--- config.mk ---
export PLATFORM = sky130hd
export DESIGN_NAME = enet_reset_sequencer
export DESIGN_NICKNAME = d
export VERILOG_FILES = /design/src/rtl/enet_rst_pkg.sv /design/src/rtl/enet_rst_timer.sv /design/src/rtl/enet_reset_sequencer.sv
export SDC_FILE = /design/constraint.sdc
export NUM_CORES = 1
export LEC_CHECK = 0
export CAP_MARGIN = 20
export CELL_PAD_IN_SITES_DETAIL_PLACEMENT = 0
export CELL_PAD_IN_SITES_GLOBAL_PLACEMENT = 1
export CORE_UTILIZATION = 48
export DETAILED_ROUTE_END_ITERATION = 6
export DONT_BUFFER_PORTS = 1
export GPL_TIMING_DRIVEN = 0
export PLACE_DENSITY = 0.89
export SYNTH_ARGS = -nofsm -noshare
export SYNTH_HDL_FRONTEND = slang
export SYNTH_SLANG_ARGS = --single-unit
--- constraint.sdc ---
create_clock -name clk -period 2.5 [get_ports clk]
set_clock_uncertainty 0.1 [all_clocks]
set_input_delay 0.5 -clock clk [delete_from_list [all_inputs] [get_ports clk]]
set_output_delay 0.5 -clock clk [all_outputs]
set_load 0.05 [all_outputs]
--- src/rtl/enet_rst_pkg.sv ---
// Shared types and constants for the ENET PHY reset sequencer.
package enet_rst_pkg;

  localparam int unsigned CNT_W_DEFAULT = 24;
  localparam logic [1:0]  ENET_RST_ADDR = 2'd0;

  typedef enum logic [2:0] {
    ST_IDLE     = 3'd0,
    ST_WR_LOW   = 3'd1,
    ST_HOLD     = 3'd2,
    ST_WR_HIGH  = 3'd3,
    ST_SETTLE   = 3'd4,
    ST_RD_CHK   = 3'd5,
    ST_DONE     = 3'd6,
    ST_ERROR    = 3'd7
  } state_e;

endpackage

--- src/rtl/enet_rst_timer.sv ---
// Loadable down-counter for the HOLD/SETTLE intervals.
// Ports:
//   clk, reset_n  clock, asynchronous active-low reset
//   load_i        load value_i this cycle
//   value_i       interval length in cycles (>= 1)
//   expire_o      registered; high during the last cycle of the interval (count == 1)
module enet_rst_timer
  import enet_rst_pkg::*;
#(
  parameter int unsigned CNT_W = CNT_W_DEFAULT
) (
  input  logic             clk,
  input  logic             reset_n,
  input  logic             load_i,
  input  logic [CNT_W-1:0] value_i,
  output logic             expire_o
);

  logic [CNT_W-1:0] cnt_q;
  logic             expire_q;

  // expire_q is precomputed so it is high exactly while cnt_q == 1
  always_ff @(posedge clk or negedge reset_n) begin
    if (!reset_n) begin
      cnt_q    <= '0;
      expire_q <= 1'b0;
    end else if (load_i) begin
      cnt_q    <= value_i;
      expire_q <= (value_i == CNT_W'(1));
    end else begin
      if (cnt_q != '0) begin
        cnt_q <= cnt_q - CNT_W'(1);
      end
      expire_q <= (cnt_q == CNT_W'(2));
    end
  end

  assign expire_o = expire_q;

endmodule

--- src/rtl/enet_reset_sequencer.sv ---
// Avalon-MM master that pulses the ENET PHY reset PIO bit (write 0, hold,
// write 1, settle, read back 1) with retry on readback mismatch.
// Ports:
//   clk, reset_n       clock, asynchronous active-low reset
//   start              launch request, honoured only in IDLE/DONE/ERROR
//   busy/done/error    run status (levels)
//   retry_cnt          retries consumed in current/last run
//   avm_*              Avalon-MM master to the PIO slave (read latency 0)
module enet_reset_sequencer
  import enet_rst_pkg::*;
#(
  parameter int unsigned HOLD_CYCLES   = 5000,
  parameter int unsigned SETTLE_CYCLES = 50000,
  parameter int unsigned MAX_RETRIES   = 3,
  parameter int unsigned AUTO_START    = 1,
  parameter int unsigned CNT_W         = CNT_W_DEFAULT
) (
  input  logic       clk,
  input  logic       reset_n,
  input  logic       start,
  output logic       busy,
  output logic       done,
  output logic       error,
  output logic [2:0] retry_cnt,
  output logic [1:0] avm_address,
  output logic       avm_chipselect,
  output logic       avm_write_n,
  output logic       avm_read_n,
  output logic       avm_writedata,
  input  logic       avm_readdata,
  input  logic       avm_waitrequest
);

  state_e           state_q;
  logic [2:0]       retry_cnt_q;
  logic             busy_q, done_q, error_q;
  logic             cs_q, write_n_q, read_n_q, wdata_q;

  logic             launch_c, wr_low_ack_c, wr_high_ack_c, retry_ok_c;
  logic             tmr_load_c, tmr_expire;
  logic [CNT_W-1:0] tmr_value_c;

  // IDLE is only reached from reset, so auto-start naturally fires once per reset
  assign launch_c = ((state_q == ST_IDLE) && ((AUTO_START != 0) || start)) ||
                    (((state_q == ST_DONE) || (state_q == ST_ERROR)) && start);

  assign wr_low_ack_c  = (state_q == ST_WR_LOW)  && !avm_waitrequest;
  assign wr_high_ack_c = (state_q == ST_WR_HIGH) && !avm_waitrequest;
  assign retry_ok_c    = (retry_cnt_q < 3'(MAX_RETRIES));

  // Timer loads on the cycle the write is accepted, i.e. on entry to HOLD/SETTLE
  assign tmr_load_c  = wr_low_ack_c || wr_high_ack_c;
  assign tmr_value_c = wr_low_ack_c ? CNT_W'(HOLD_CYCLES) : CNT_W'(SETTLE_CYCLES);

  enet_rst_timer #(.CNT_W(CNT_W)) u_timer (
    .clk      (clk),
    .reset_n  (reset_n),
    .load_i   (tmr_load_c),
    .value_i  (tmr_value_c),
    .expire_o (tmr_expire)
  );

  // Sequencer FSM with registered status and bus strobes
  always_ff @(posedge clk or negedge reset_n) begin
    if (!reset_n) begin
      state_q     <= ST_IDLE;
      retry_cnt_q <= 3'd0;
      busy_q      <= 1'b0;
      done_q      <= 1'b0;
      error_q     <= 1'b0;
      cs_q        <= 1'b0;
      write_n_q   <= 1'b1;
      read_n_q    <= 1'b1;
      wdata_q     <= 1'b1;
    end else begin
      case (state_q)
        ST_IDLE, ST_DONE, ST_ERROR: begin
          if (launch_c) begin
            state_q     <= ST_WR_LOW;
            busy_q      <= 1'b1;
            done_q      <= 1'b0;
            error_q     <= 1'b0;
            retry_cnt_q <= 3'd0;
            cs_q        <= 1'b1;
            write_n_q   <= 1'b0;
            wdata_q     <= 1'b0;
          end
        end
        ST_WR_LOW: begin
          if (!avm_waitrequest) begin
            state_q   <= ST_HOLD;
            cs_q      <= 1'b0;
            write_n_q <= 1'b1;
            wdata_q   <= 1'b1;
          end
        end
        ST_HOLD: begin
          if (tmr_expire) begin
            state_q   <= ST_WR_HIGH;
            cs_q      <= 1'b1;
            write_n_q <= 1'b0;
            wdata_q   <= 1'b1;
          end
        end
        ST_WR_HIGH: begin
          if (!avm_waitrequest) begin
            state_q   <= ST_SETTLE;
            cs_q      <= 1'b0;
            write_n_q <= 1'b1;
          end
        end
        ST_SETTLE: begin
          if (tmr_expire) begin
            state_q  <= ST_RD_CHK;
            cs_q     <= 1'b1;
            read_n_q <= 1'b0;
          end
        end
        ST_RD_CHK: begin
          if (!avm_waitrequest) begin
            read_n_q <= 1'b1;
            if (avm_readdata) begin
              state_q <= ST_DONE;
              cs_q    <= 1'b0;
              done_q  <= 1'b1;
              busy_q  <= 1'b0;
            end else if (retry_ok_c) begin
              // Retry goes straight into the next low write; chipselect stays up
              state_q     <= ST_WR_LOW;
              retry_cnt_q <= retry_cnt_q + 3'd1;
              write_n_q   <= 1'b0;
              wdata_q     <= 1'b0;
            end else begin
              state_q <= ST_ERROR;
              cs_q    <= 1'b0;
              error_q <= 1'b1;
              busy_q  <= 1'b0;
            end
          end
        end
        default: state_q <= ST_IDLE;
      endcase
    end
  end

  assign busy           = busy_q;
  assign done           = done_q;
  assign error          = error_q;
  assign retry_cnt      = retry_cnt_q;
  assign avm_address    = ENET_RST_ADDR;
  assign avm_chipselect = cs_q;
  assign avm_write_n    = write_n_q;
  assign avm_read_n     = read_n_q;
  assign avm_writedata  = wdata_q;

endmodule

==> run metrics, run 1 <==
routability cong.=0.772; worst min-delay path startpoint=avm_readdata; nature of the critical path startpoint=flip-flop; core area=~4700 um^2; FILL cells=roughly 430; multi-input logic area=between 1000 and 1500 um^2; Remaining DRCs=0; post-synth cell types=55; # nets final=about 280; worst skew pair latency=around 0.29 ns; Max VDD drop=slightly above 500 uV; status=finished clean; Critical Path AT=~2.4 ns; antenna violations before repair=0; ANT nets after route=0; All-Layer GR Usage=a little under a quarter; 1st-pass router iterations=4; total leakage power=about 1.0 nW; Starting DRT DRC Count=77; flops & latches, synth=38; layout cells sized above 1=~11%; Slew HR=about 35%; Crit Path Class=flip-flop to flip-flop; CTS Buffer Depth=2; fin crit share=between 90% and 100%; Num CTS Buffers=5; final max-slew violation count=0; vias in the first global route=between 1,500 and 2,000; worst setup path startpoint=u_timer.cnt_q[0]$_DFFE_PN0P_; WHS=0.330 ns; RSZ-0062 raised after global routing=false; Syn Area/Cell=8.93 um^2; Slew @ Worst Pin=between 0.9 and 1 ns; Cell Pwr Density=1130 nW/um^2; worst-path fanout max=7; vias=just over 2,000; post-route setup slack=0.213 ns; Die Width=about 72 um; CP most frequent cell=inv_1; R2R Path Start=u_timer.cnt_q[0]$_DFFE_PN0P_; Critical-path top delay cell=or4b_1; Reg area=roughly 950 um^2; sequential area share after synthesis=between 40% and 50%; io pins=17; number of H-tree levels=2; Hold Vio Cnt, Final=0; first-pass GRT wire length=about 9.3 mm; drt wl/cell=16.4 um; worst path required time=~2.6 ns; Area growth syn-to-layout=10.1%; Initial Util=49.8%; Largest delay share family, worst path=compound AO/OA/AOI/OAI gates; Cells after Synth=between 200 and 300; CP endpoint kind=flip-flop; Die H=a little over 70 um; Largest stage delay, worst path=between 0.4 and 0.5 ns; asr flop ratio synth=100%; hpwl dp=roughly 3.7 mm; Netlist Area Pre-Place=about 2300 um^2; crit path buf inv count=2; Total Wirelength=~5.4 mm; Peak Freq=about 0.44 GHz; Max-Cap Viols=0; Post-synth EDFFs=0; synth warn=0; final setup TNS=0 ns; CTS tree=done; pin count of the biggest net entering global routing=39; final setup violation count=0; die area=roughly 5200 um^2; Final Critical Period=approximately 2.3 ns; cell chosen for the clock root=clkbuf_8; Hold Crit Class=input port to flip-flop; Core Rows=25; grt total ovfl=0; Diodes inserted=0; crit-path cells=inv_1, ha_1, inv_1, a311oi_2, or4b_1, a21oi_1; Final Util=between 50 and 60%; worst slack, placed=between 0.01 and 0.015 ns; I/O Buffers=0; vias per inst=6.23; clock sinks=38; clock slew at reported path FFs=approximately 0.080 ns; Synth Flop Type=dfrtp_1; post-layout power=2.91 mW
==> state kept, by name (all words and copies together), names as in the netlist <==
name and count:
busy 1, done 1, retry_cnt 3, avm_chipselect 1, avm_write_n 1, state_q 3, avm_writedata 1, u_timer.cnt_q 24
u_timer.expire_o 1, avm_read_n 1, error 1
==> layout make-up <==
| class | count | area share (%) |
|---|---|---|
| Buffer | 16 | 2.67 |
| Clock inverter | 3 | 1.55 |
| Tap cell | 54 | 2.62 |
| Inverter | 8 | 1.17 |
| Multi-Input combinational cell | 201 | 50.5 |
| Timing Repair Buffer | 4 | 1.75 |
| Sequential cell | 38 | 37.1 |
| Clock buffer | 5 | 2.67 |
==> cell usage in the layout (no fill, tap or decap), drive strengths merged, types with 7 or more instances in the layout <==
cell and n:
nand3 7, nand2 22, dfrtp 35, nor3 14
o31ai 9, mux2i 7, buf 7, a21oi 15
nor2 22, inv 8, o21ai 13, nor4 8
clkbuf 17, or2 8
==> tightest hold or removal path, stage by stage <==
cell,delay (ns)
inv_1,0.04
nand3_1,0.08
o21ai_0,0.07
==> what timing repair did <==
action	CTS	global route
gates resized for setup	0	2
buffers inserted	0	2
hold buffers	2	0
hold endpoints to repair	38	0
setup endpoints to repair	0	3
==> cell families after synthesis <==
| kind of cell | Yosys count | share of synthesized area (%) |
|---|---|---|
| other cells | 1 | 0.160 |
| buf+inv | 24 | 4.23 |
| compound gates | 69 | 20.2 |
| xor+xnor | 3 | 1.12 |
| simple gates | 116 | 28.3 |
| flops | 38 | 40.8 |
| mux | 7 | 3.00 |
| fa+ha+maj | 4 | 2.14 |
==> metrics by stage <==
| stage | area, um^2 | cells |
|---|---|---|
| detailed placement | 2410 | 317 |
| floorplan | 2340 | 263 |
| global route | 2570 | 329 |
| CTS | 2550 | 327 |
| global placement | 2410 | 317 |
| finish | 2570 | 329 |
==> routing by layer <==
metal	vias to the layer above	track usage, %	share of wire, %
li1	999	-	-
met1	1005	29.5	45
met2	37	39.6	50
met3	8	5.49	3.3
met4	0	7.84	1.6
met5	-	0	0
==> synth_stat cells (7+ instances only) <==
| master | n | share of area, % |
|---|---|---|
| dfrtp_1 | 35 | 37 |
| nand2_1 | 22 | 3.5 |
| nor2_1 | 22 | 3.5 |
| a21oi_1 | 15 | 3.2 |
| nor3_1 | 14 | 3.0 |
| o21ai_0 | 13 | 2.8 |
| clkbuf_1 | 12 | 1.9 |
| o31ai_1 | 9 | 2.9 |
| inv_1 | 8 | 1.3 |
| or2_2 | 8 | 2.1 |
| mux2i_1 | 7 | 3.0 |
| nand3_1 | 7 | 1.5 |
==> power by group <==
part	total (mW)	internal (mW)	switching (mW)
logic	1.23	0.476	0.758
registers	1.15	0.788	0.365
clock network	0.520	0.294	0.226
==> final timing paths <==
| check | to | slack (ns) | cells past startpoint |
|---|---|---|---|
| max | u_timer.cnt_q[16]$_DFFE_PN0P_ | 0.21 | 6 |
| min in group asynchronous | retry_cnt[0]$_DFFE_PN0P_ | 0.56 | 2 |
| min | error$_DFFE_PN0P_ | 0.33 | 3 |
| min reg2reg | u_timer.cnt_q[22]$_DFFE_PN0P_ | 0.47 | 2 |
| max reg2reg | u_timer.cnt_q[16]$_DFFE_PN0P_ | 0.21 | 6 |
| max in group asynchronous | avm_write_n$_DFFE_PN1P_ | 1.47 | 2 |
Power figures use the tool's default switching activity.
==> run 2: changes to the inputs <==
--- a/config.mk
+++ b/config.mk
@@ -12,7 +12,8 @@
 export DETAILED_ROUTE_END_ITERATION = 6
 export DONT_BUFFER_PORTS = 1
 export GPL_TIMING_DRIVEN = 0
-export PLACE_DENSITY = 0.89
+export PLACE_DENSITY = 0.9
 export SYNTH_ARGS = -nofsm -noshare
 export SYNTH_HDL_FRONTEND = slang
+export SYNTH_HIERARCHICAL = 1
 export SYNTH_SLANG_ARGS = --single-unit
==> run 2 against run 1 <==
Net effect: fmax down 6.9%; register-to-register slack got worse by 0.17 ns; largest cell class unchanged; via count grew 8.9%; sequential share of layout area down 3.8 points; global-route usage is 0.71 points higher; hold slack lost 0.070 ns; clock power shrank 13%; routed wire length is 12% higher; final area is 12% higher; sequential power grew 15%; first-iteration DRC count is 66% higher.
==> run metrics, run 2 <==
status=finished clean (unchanged); Total Wirelength=6.08 mm (was 5.41 mm); core area=4850 um^2 (was 4690 um^2); Area growth syn-to-layout=15.5% (was 10.1%); Min-Delay Endpoint=avm_read_n$_DFFE_PN1P_ (was error$_DFFE_PN0P_); Hold Crit Class=input port to flip-flop (unchanged); Num CTS Buffers=5 (unchanged); worst slack, placed=-0.136 ns (was 0.0150 ns); final setup violation count=0 (unchanged); pin count of the biggest net entering global routing=39 (unchanged); Crit Path Class=flip-flop to flip-flop (unchanged); Post-Layout Cell Count=404 (was 329); flops & latches, synth=38 (unchanged); Yosys top cell area share=35.2% (was 37.5%); worst skew pair latency=0.29 ns (about the same); # nets final=346 (was 283); mux share of post-synthesis cell area=0% (was 3.00%); final max-slew violation count=0 (unchanged); Post-synth EDFFs=0 (unchanged); Die Width=74.0 um (was 71.8 um); grt total ovfl=0 (unchanged); worst path required time=2.61 ns (was 2.62 ns); Synth Area in Simple Gates=26.1% (was 28.3%); All-Layer GR Usage=24.1% (was 23.4%); crit-path cells=or4_1, buf_4, or2_4, or4_4, xor2_1, a211oi_2 (was inv_1, ha_1, inv_1, a311oi_2, or4b_1, a21oi_1); largest area contributor in the netlist=dfrtp_1 (unchanged); Final Critical Period=2.46 ns (was 2.29 ns); number of H-tree levels=2 (unchanged); Max-Cap Viols=0 (unchanged); Slew @ Worst Pin=0.647 ns (was 0.966 ns); hold depth=3 (unchanged); CP endpoint kind=flip-flop (unchanged); most frequent cells in the layout=nor2_1, conb_1, dfrtp_1 (was dfrtp_1, nor2_1, nand2_1); drt wl/cell=15.0 um (was 16.4 um); sequential area share after synthesis=38.4% (was 40.8%); area share of fa/ha/maj cells after synthesis=2.52% (was 2.14%); post-synthesis xor/xnor area fraction=3.17% (was 1.12%); largest reg by FF count=u_timer/cnt_q (was u_timer.cnt_q); largest family of logic cells by synthesized area=simple AND/OR/NAND/NOR gates (unchanged); CTS Buffer Depth=2 (unchanged); synth warn=6 (was 0); cell chosen for the clock root=clkbuf_8 (unchanged); Diodes inserted=0 (unchanged); Cells after Synth=290 (was 262); Cell Pwr Density=1130 nW/um^2 (about the same); Initial Util=51.3% (was 49.8%); post-route setup slack=0.0431 ns (was 0.213 ns); CTS tree=done (unchanged); asr flop ratio synth=100% (unchanged); most common cell in the netlist=nor2_1 (was dfrtp_1); Critical-path top delay cell=or4_4 (was or4b_1); Syn Area/Cell=8.58 um^2 (was 8.93 um^2); Largest stage delay, worst path=0.54 ns (was 0.48 ns); die area=5470 um^2 (was 5160 um^2); Critical Path AT=2.57 ns (was 2.40 ns); R2R Setup Slk=0.04 ns (was 0.21 ns); routability cong.=0.850 (was 0.772); R2R Path Start=u_timer/cnt_q[8]$_DFFE_PN0P_ (was u_timer.cnt_q[0]$_DFFE_PN0P_); Post-Place Cells=390 (was 317); Largest delay share family, worst path=simple AND/OR/NAND/NOR gates (was compound AO/OA/AOI/OAI gates); Remaining DRCs=0 (unchanged); antenna violations before repair=0 (unchanged); 1st-pass router iterations=6 (was 4); Hold Vio Cnt, Final=0 (unchanged); reg2reg end=u_timer/cnt_q[23]$_DFFE_PN0P_ (was u_timer.cnt_q[16]$_DFFE_PN0P_); Starting DRT DRC Count=128 (was 77); fin area=2870 um^2 (was 2570 um^2); crit path buf inv count=1 (was 2); post-layout power=3.25 mW (was 2.91 mW); worst min-delay path startpoint=avm_waitrequest (was avm_readdata); Slew HR=56.9% (was 35.5%); io pins=17 (unchanged); Synth Flop Type=dfrtp_1 (unchanged); Post-synth top cells=nor2_1, dfrtp_1, a21oi_1 (was dfrtp_1, nand2_1, nor2_1); Max VDD drop=485 uV (was 506 uV); Compound-Gate Fraction of Synth Area=24.1% (was 20.2%); most common cell after layout, fill and taps aside=nor2_1 (was dfrtp_1); clock slew at reported path FFs=0.08 ns (about the same); Largest register FFs=24 (unchanged); fin crit share=98.3% (was 91.5%); hpwl dp=4.14 mm (was 3.75 mm); vias per inst=5.52 (was 6.23); cells on worst reg2reg path=6 (unchanged); worst-path fanout max=6 (was 7); clock sinks=38 (unchanged); post-synth cell types=59 (was 55); Peak Freq=0.407 GHz (was 0.437 GHz); I/O Buffers=0 (unchanged); first-pass GRT wire length=9.88 mm (was 9.35 mm); top post-synthesis cells by area=dfrtp_1, nor2_1, a21oi_1, dfstp_2, nand2_1 (was dfrtp_1, nand2_1, nor2_1, dfstp_2, a21oi_1); ANT nets after route=0 (unchanged); Die H=74.0 um (was 71.8 um); nature of the critical path startpoint=flip-flop (unchanged); Netlist Area Pre-Place=2490 um^2 (was 2340 um^2); RSZ-0062 raised after global routing=false (unchanged); vias=2,231 (was 2,049); layout cells sized above 1=14.5% (was 11.3%); total leakage power=1.15 nW (was 1.05 nW); vias in the first global route=2,098 (was 1,983); Core Rows=25 (unchanged); dpl cell area=2700 um^2 (was 2410 um^2); Final Util=59.3% (was 54.9%)
[run 2: cell types whose count changed after synthesis, moves of 4 or more]
cell / change
or3_1: +4
o211ai_1: -4
mux2i_1: -7
buf_2: +4
o22ai_1: +4
nor4_1: +4
a21oi_1: +11
o31ai_1: -6
nor3_1: -9
xnor2_1: +5
nor2_1: +15
a311oi_1: +4
[run 2: how the worst max path moves through the flow]
stage / depth (start not counted) / endpoint / startpoint / slack [ns]
3_5_place_dp: 9 / u_timer/cnt_q[18]$_DFFE_PN0P_ / state_q[2]$_DFFE_PN0P_ / -0.14
5_1_grt: 5 / u_timer/cnt_q[23]$_DFFE_PN0P_ / u_timer/cnt_q[17]$_DFFE_PN0P_ / 0.004
6_report: 6 / u_timer/cnt_q[23]$_DFFE_PN0P_ / u_timer/cnt_q[8]$_DFFE_PN0P_ / 0.04
4_1_cts: 6 / u_timer/cnt_q[23]$_DFFE_PN0P_ / u_timer/cnt_q[8]$_DFFE_PN0P_ / 0.03
3_3_place_gp: 9 / u_timer/cnt_q[4]$_DFFE_PN0P_ / state_q[2]$_DFFE_PN0P_ / -0.06
2_1_floorplan: 9 / u_timer/cnt_q[14]$_DFFE_PN0P_ / state_q[2]$_DFFE_PN0P_ / 0.14
[run 2: metrics by stage]
stage	setup TNS, ns	hold slack (ns)
after CTS	0	0.259
after global routing	0	0.276
final	0	0.260
after detailed placement	-1.16	0.105
after global placement	-0.515	0.105
after floorplan	0	0.104
[run 2: worst register-to-register path: stages, from the launching register on]
cell and delay (ns):
dfrtp_2 0.44, or4_1 0.49, buf_4 0.18, or2_4 0.27, or4_4 0.54, xor2_1 0.16
a211oi_2 0.20
[run 2: layer usage]
layer / global-route usage (%) / wire [um]
met1: 30.5 / 2750
met5: 0 / 0
met2: 41.1 / 2980
met3: 4.34 / 255
met4: 9.19 / 99
[run 2: cell families (layout without fill, tap and decap cells)]
family | after synthesis | count (layout)
AO/OA/AOI/OAI | 86 | 86
XOR/XNOR | 9 | 9
adder cells (fa/ha/maj) | 5 | 5
buffers and inverters | 28 | 42
flip-flops | 38 | 38
other | 2 | 35
AND/OR/NAND/NOR | 122 | 122
[run 2: report_power, final]
group / internal [mW] / switching [mW] / leakage [nW]
combinational: 0.636 / 0.849 / 0.666
clock: 0.222 / 0.228 / 0.0472
sequential: 0.896 / 0.424 / 0.440
total: 1.75 / 1.50 / 1.15
[run 2: area by class of cell]
cell class | instances | area (um^2)
Clock inverter | 2 | 12.5
Inverter | 9 | 33.8
Sequential cell | 38 | 956
Fill cell | 457 | 1970
Multi-Input combinational cell | 257 | 1540
Timing Repair Buffer | 7 | 67.6
Clock buffer | 6 | 82.6
Tap cell | 67 | 83.8
Buffer | 18 | 103
[run 2: what timing repair did]
action	in CTS	in global routing
gates cloned	0	0
endpoints found under the setup margin	11	16
pin swaps	0	2
resized for setup	3	5
setup buffers	0	5
hold buffers	2	0
endpoints found under the hold margin	38	0
==> run 3: changes to the inputs <==
--- a/config.mk
+++ b/config.mk
@@ -8,11 +8,11 @@
 export CAP_MARGIN = 20
 export CELL_PAD_IN_SITES_DETAIL_PLACEMENT = 0
 export CELL_PAD_IN_SITES_GLOBAL_PLACEMENT = 1
-export CORE_UTILIZATION = 48
+export CORE_UTILIZATION = 44
 export DETAILED_ROUTE_END_ITERATION = 6
 export DONT_BUFFER_PORTS = 1
 export GPL_TIMING_DRIVEN = 0
-export PLACE_DENSITY = 0.9
+export PLACE_DENSITY = 0.87
 export SYNTH_ARGS = -nofsm -noshare
 export SYNTH_HDL_FRONTEND = slang
 export SYNTH_HIERARCHICAL = 1
==> constraint.sdc (replaced) <==
create_clock -name clk -period 2.1 [get_ports clk]
set_clock_uncertainty 0.1 [all_clocks]
set_input_delay 0.42 -clock clk [delete_from_list [all_inputs] [get_ports clk]]
set_output_delay 0.42 -clock clk [all_outputs]
set_load 0.05 [all_outputs]
==> run 3 against run 2 <==
Net effect: core utilization up 0.69 points; global-route usage down 1.9 points; critical endpoint unchanged; sequential cell count unchanged; critical path depth down 1; the flow now finishes with violations (negative setup slack); cell count up 5.0%; fmax up 8.2%; combinational power up 41%; sequential power up 22%.
==> run metrics, run 3 (synthesized netlist as in run 2, its figures left out) <==
status=finished with violations (was finished clean); failing checks=negative setup slack; total leakage power=1.38 nW (was 1.15 nW); crit path buf inv count=0 (was 1); CP most frequent cell=or4_4; vias=2,407 (was 2,231); CTS tree=done (unchanged); crit-path cells=or4_4, or2_4, or4_4, xor2_1, a211oi_2 (was or4_1, buf_4, or2_4, or4_4, xor2_1, a211oi_2); worst slack, placed=-0.446 ns (was -0.136 ns); Cell Pwr Density=1330 nW/um^2 (was 1130 nW/um^2); worst skew pair latency=0.30 ns (was 0.29 ns); fin area=3280 um^2 (was 2870 um^2); Max-Cap Viols=0 (unchanged); Max VDD drop=677 uV (was 485 uV); dpl cell area=2740 um^2 (was 2700 um^2); Initial Util=45.5% (was 51.3%); Hold Vio Cnt, Final=0 (unchanged); hold depth=2 (was 3); most frequent cells in the layout=conb_1, dfrtp_1, nor2_1 (was nor2_1, conb_1, dfrtp_1); vias in the first global route=2,098 (unchanged); Core Rows=27 (was 25); Largest stage delay, worst path=0.57 ns (was 0.54 ns); pin count of the biggest net entering global routing=39 (unchanged); nature of the critical path startpoint=flip-flop (unchanged); die area=5960 um^2 (was 5470 um^2); Total Wirelength=6.88 mm (was 6.08 mm); Largest register FFs=24 (unchanged); core area=5470 um^2 (was 4850 um^2); drt wl/cell=16.2 um (was 15.0 um); 1st-pass router iterations=4 (was 6); Remaining DRCs=0 (unchanged); Post-Place Cells=395 (was 390); Diodes inserted=0 (unchanged); Peak Freq=0.440 GHz (was 0.407 GHz); fin crit share=108% (was 98.3%); post-route setup slack=-0.171 ns (was 0.0431 ns); antenna violations before repair=0 (unchanged); # nets final=361 (was 346); CP endpoint kind=flip-flop (unchanged); Slew HR=55.7% (was 56.9%); CTS Buffer Depth=2 (unchanged); vias per inst=5.68 (was 5.52); Slew @ Worst Pin=0.664 ns (was 0.647 ns); worst-path fanout max=4 (was 6); WHS=0.167 ns (was 0.260 ns); Area growth syn-to-layout=31.9% (was 15.5%); worst path required time=2.23 ns (was 2.61 ns); post-layout power=4.36 mW (was 3.25 mW); Num CTS Buffers=5 (unchanged); Post-Layout Cell Count=424 (was 404); clock slew at reported path FFs=0.09 ns (was 0.08 ns); Die Width=77.2 um (was 74.0 um); ANT nets after route=0 (unchanged); I/O Buffers=0 (unchanged); Critical Path AT=2.40 ns (was 2.57 ns); cell chosen for the clock root=clkbuf_8 (unchanged); cells on worst reg2reg path=5 (was 6); Final Critical Period=2.27 ns (was 2.46 ns); layout cells sized above 1=26.4% (was 14.5%); largest reg by FF count=u_timer/cnt_q (unchanged); io pins=17 (unchanged); hpwl dp=4.25 mm (was 4.14 mm); stages on the worst setup path=5 (was 6); Hold Crit Class=input port to flip-flop (unchanged); Crit Path Class=flip-flop to flip-flop (unchanged); first-pass GRT wire length=10.4 mm (was 9.88 mm); grt total ovfl=0 (unchanged); clock sinks=38 (unchanged); routability cong.=0.893 (was 0.850); Largest delay share family, worst path=simple AND/OR/NAND/NOR gates (unchanged); Starting DRT DRC Count=188 (was 128); RSZ-0062 raised after global routing=true (was false); final max-slew violation count=0 (unchanged); Critical-path top delay cell=or4_4 (unchanged); Die H=77.2 um (was 74.0 um); number of H-tree levels=2 (unchanged); All-Layer GR Usage=22.3% (was 24.1%); final setup violation count=9 (was 0)
[run 3: through the flow]
step / setup TNS [ns] / utilization, %
4_1_cts: -1.54 / 55.3
3_3_place_gp: -5.49 / 50.0
3_5_place_dp: -6.03 / 50.0
2_1_floorplan: -0.625 / -
5_1_grt: -1.48 / 60.0
6_report: -0.701 / 60.0
[run 3: path summary, 6_finish.rpt]
| path | start | endpoint | slack (ns) |
|---|---|---|---|
| min in group asynchronous | reset_n | retry_cnt[2]$_DFFE_PN0P_ | 0.49 |
| hold reg to reg | u_timer/cnt_q[1]$_DFFE_PN0P_ | u_timer/cnt_q[1]$_DFFE_PN0P_ | 0.46 |
| setup / recovery | u_timer/cnt_q[17]$_DFFE_PN0P_ | u_timer/cnt_q[23]$_DFFE_PN0P_ | -0.17 |
| max in group asynchronous | reset_n | avm_read_n$_DFFE_PN1P_ | 1.14 |
| hold / removal | avm_readdata | done$_DFFE_PN0P_ | 0.17 |
| setup reg to reg | u_timer/cnt_q[17]$_DFFE_PN0P_ | u_timer/cnt_q[23]$_DFFE_PN0P_ | -0.17 |
[run 3: report_power, final]
| group | switching (mW) | total (mW) | internal (mW) |
|---|---|---|---|
| Combinational | 1.15 | 2.10 | 0.956 |
| Sequential | 0.543 | 1.61 | 1.06 |
| Clock | 0.293 | 0.646 | 0.354 |
[run 3: worst register-to-register path, stage by stage, from the launching register on]
cell	delay, ns
dfrtp_1	0.41
or4_4	0.57
or2_4	0.28
or4_4	0.52
xor2_1	0.16
a211oi_2	0.17
[run 3: area by class of cell]
class | instances | area [um^2]
plain buffers | 15 | 120
clock inverters | 3 | 45.0
clock buffers | 5 | 68.8
well taps | 72 | 90.1
multi-input cells | 257 | 1740
inverters | 9 | 33.8
flip-flops and latches | 38 | 955
repair buffers | 25 | 228
fillers | 472 | 2190
[run 3: routing by layer]
metal  GRT usage (%)  share of wire (%)
met5               0                  0
met1            27.4                 44
met2            38.3                 50
met4            8.11                2.5
met3            4.29                4.0
[run 3: timing repair]
action | CTS | global route
pin swaps | 13 | 28
endpoints found under the setup margin | 23 | 24
setup buffers | 8 | 14
hold endpoints to repair | 38 | 0
cloned | 0 | 1
resized for setup | 24 | 39
hold buffers | 2 | 0
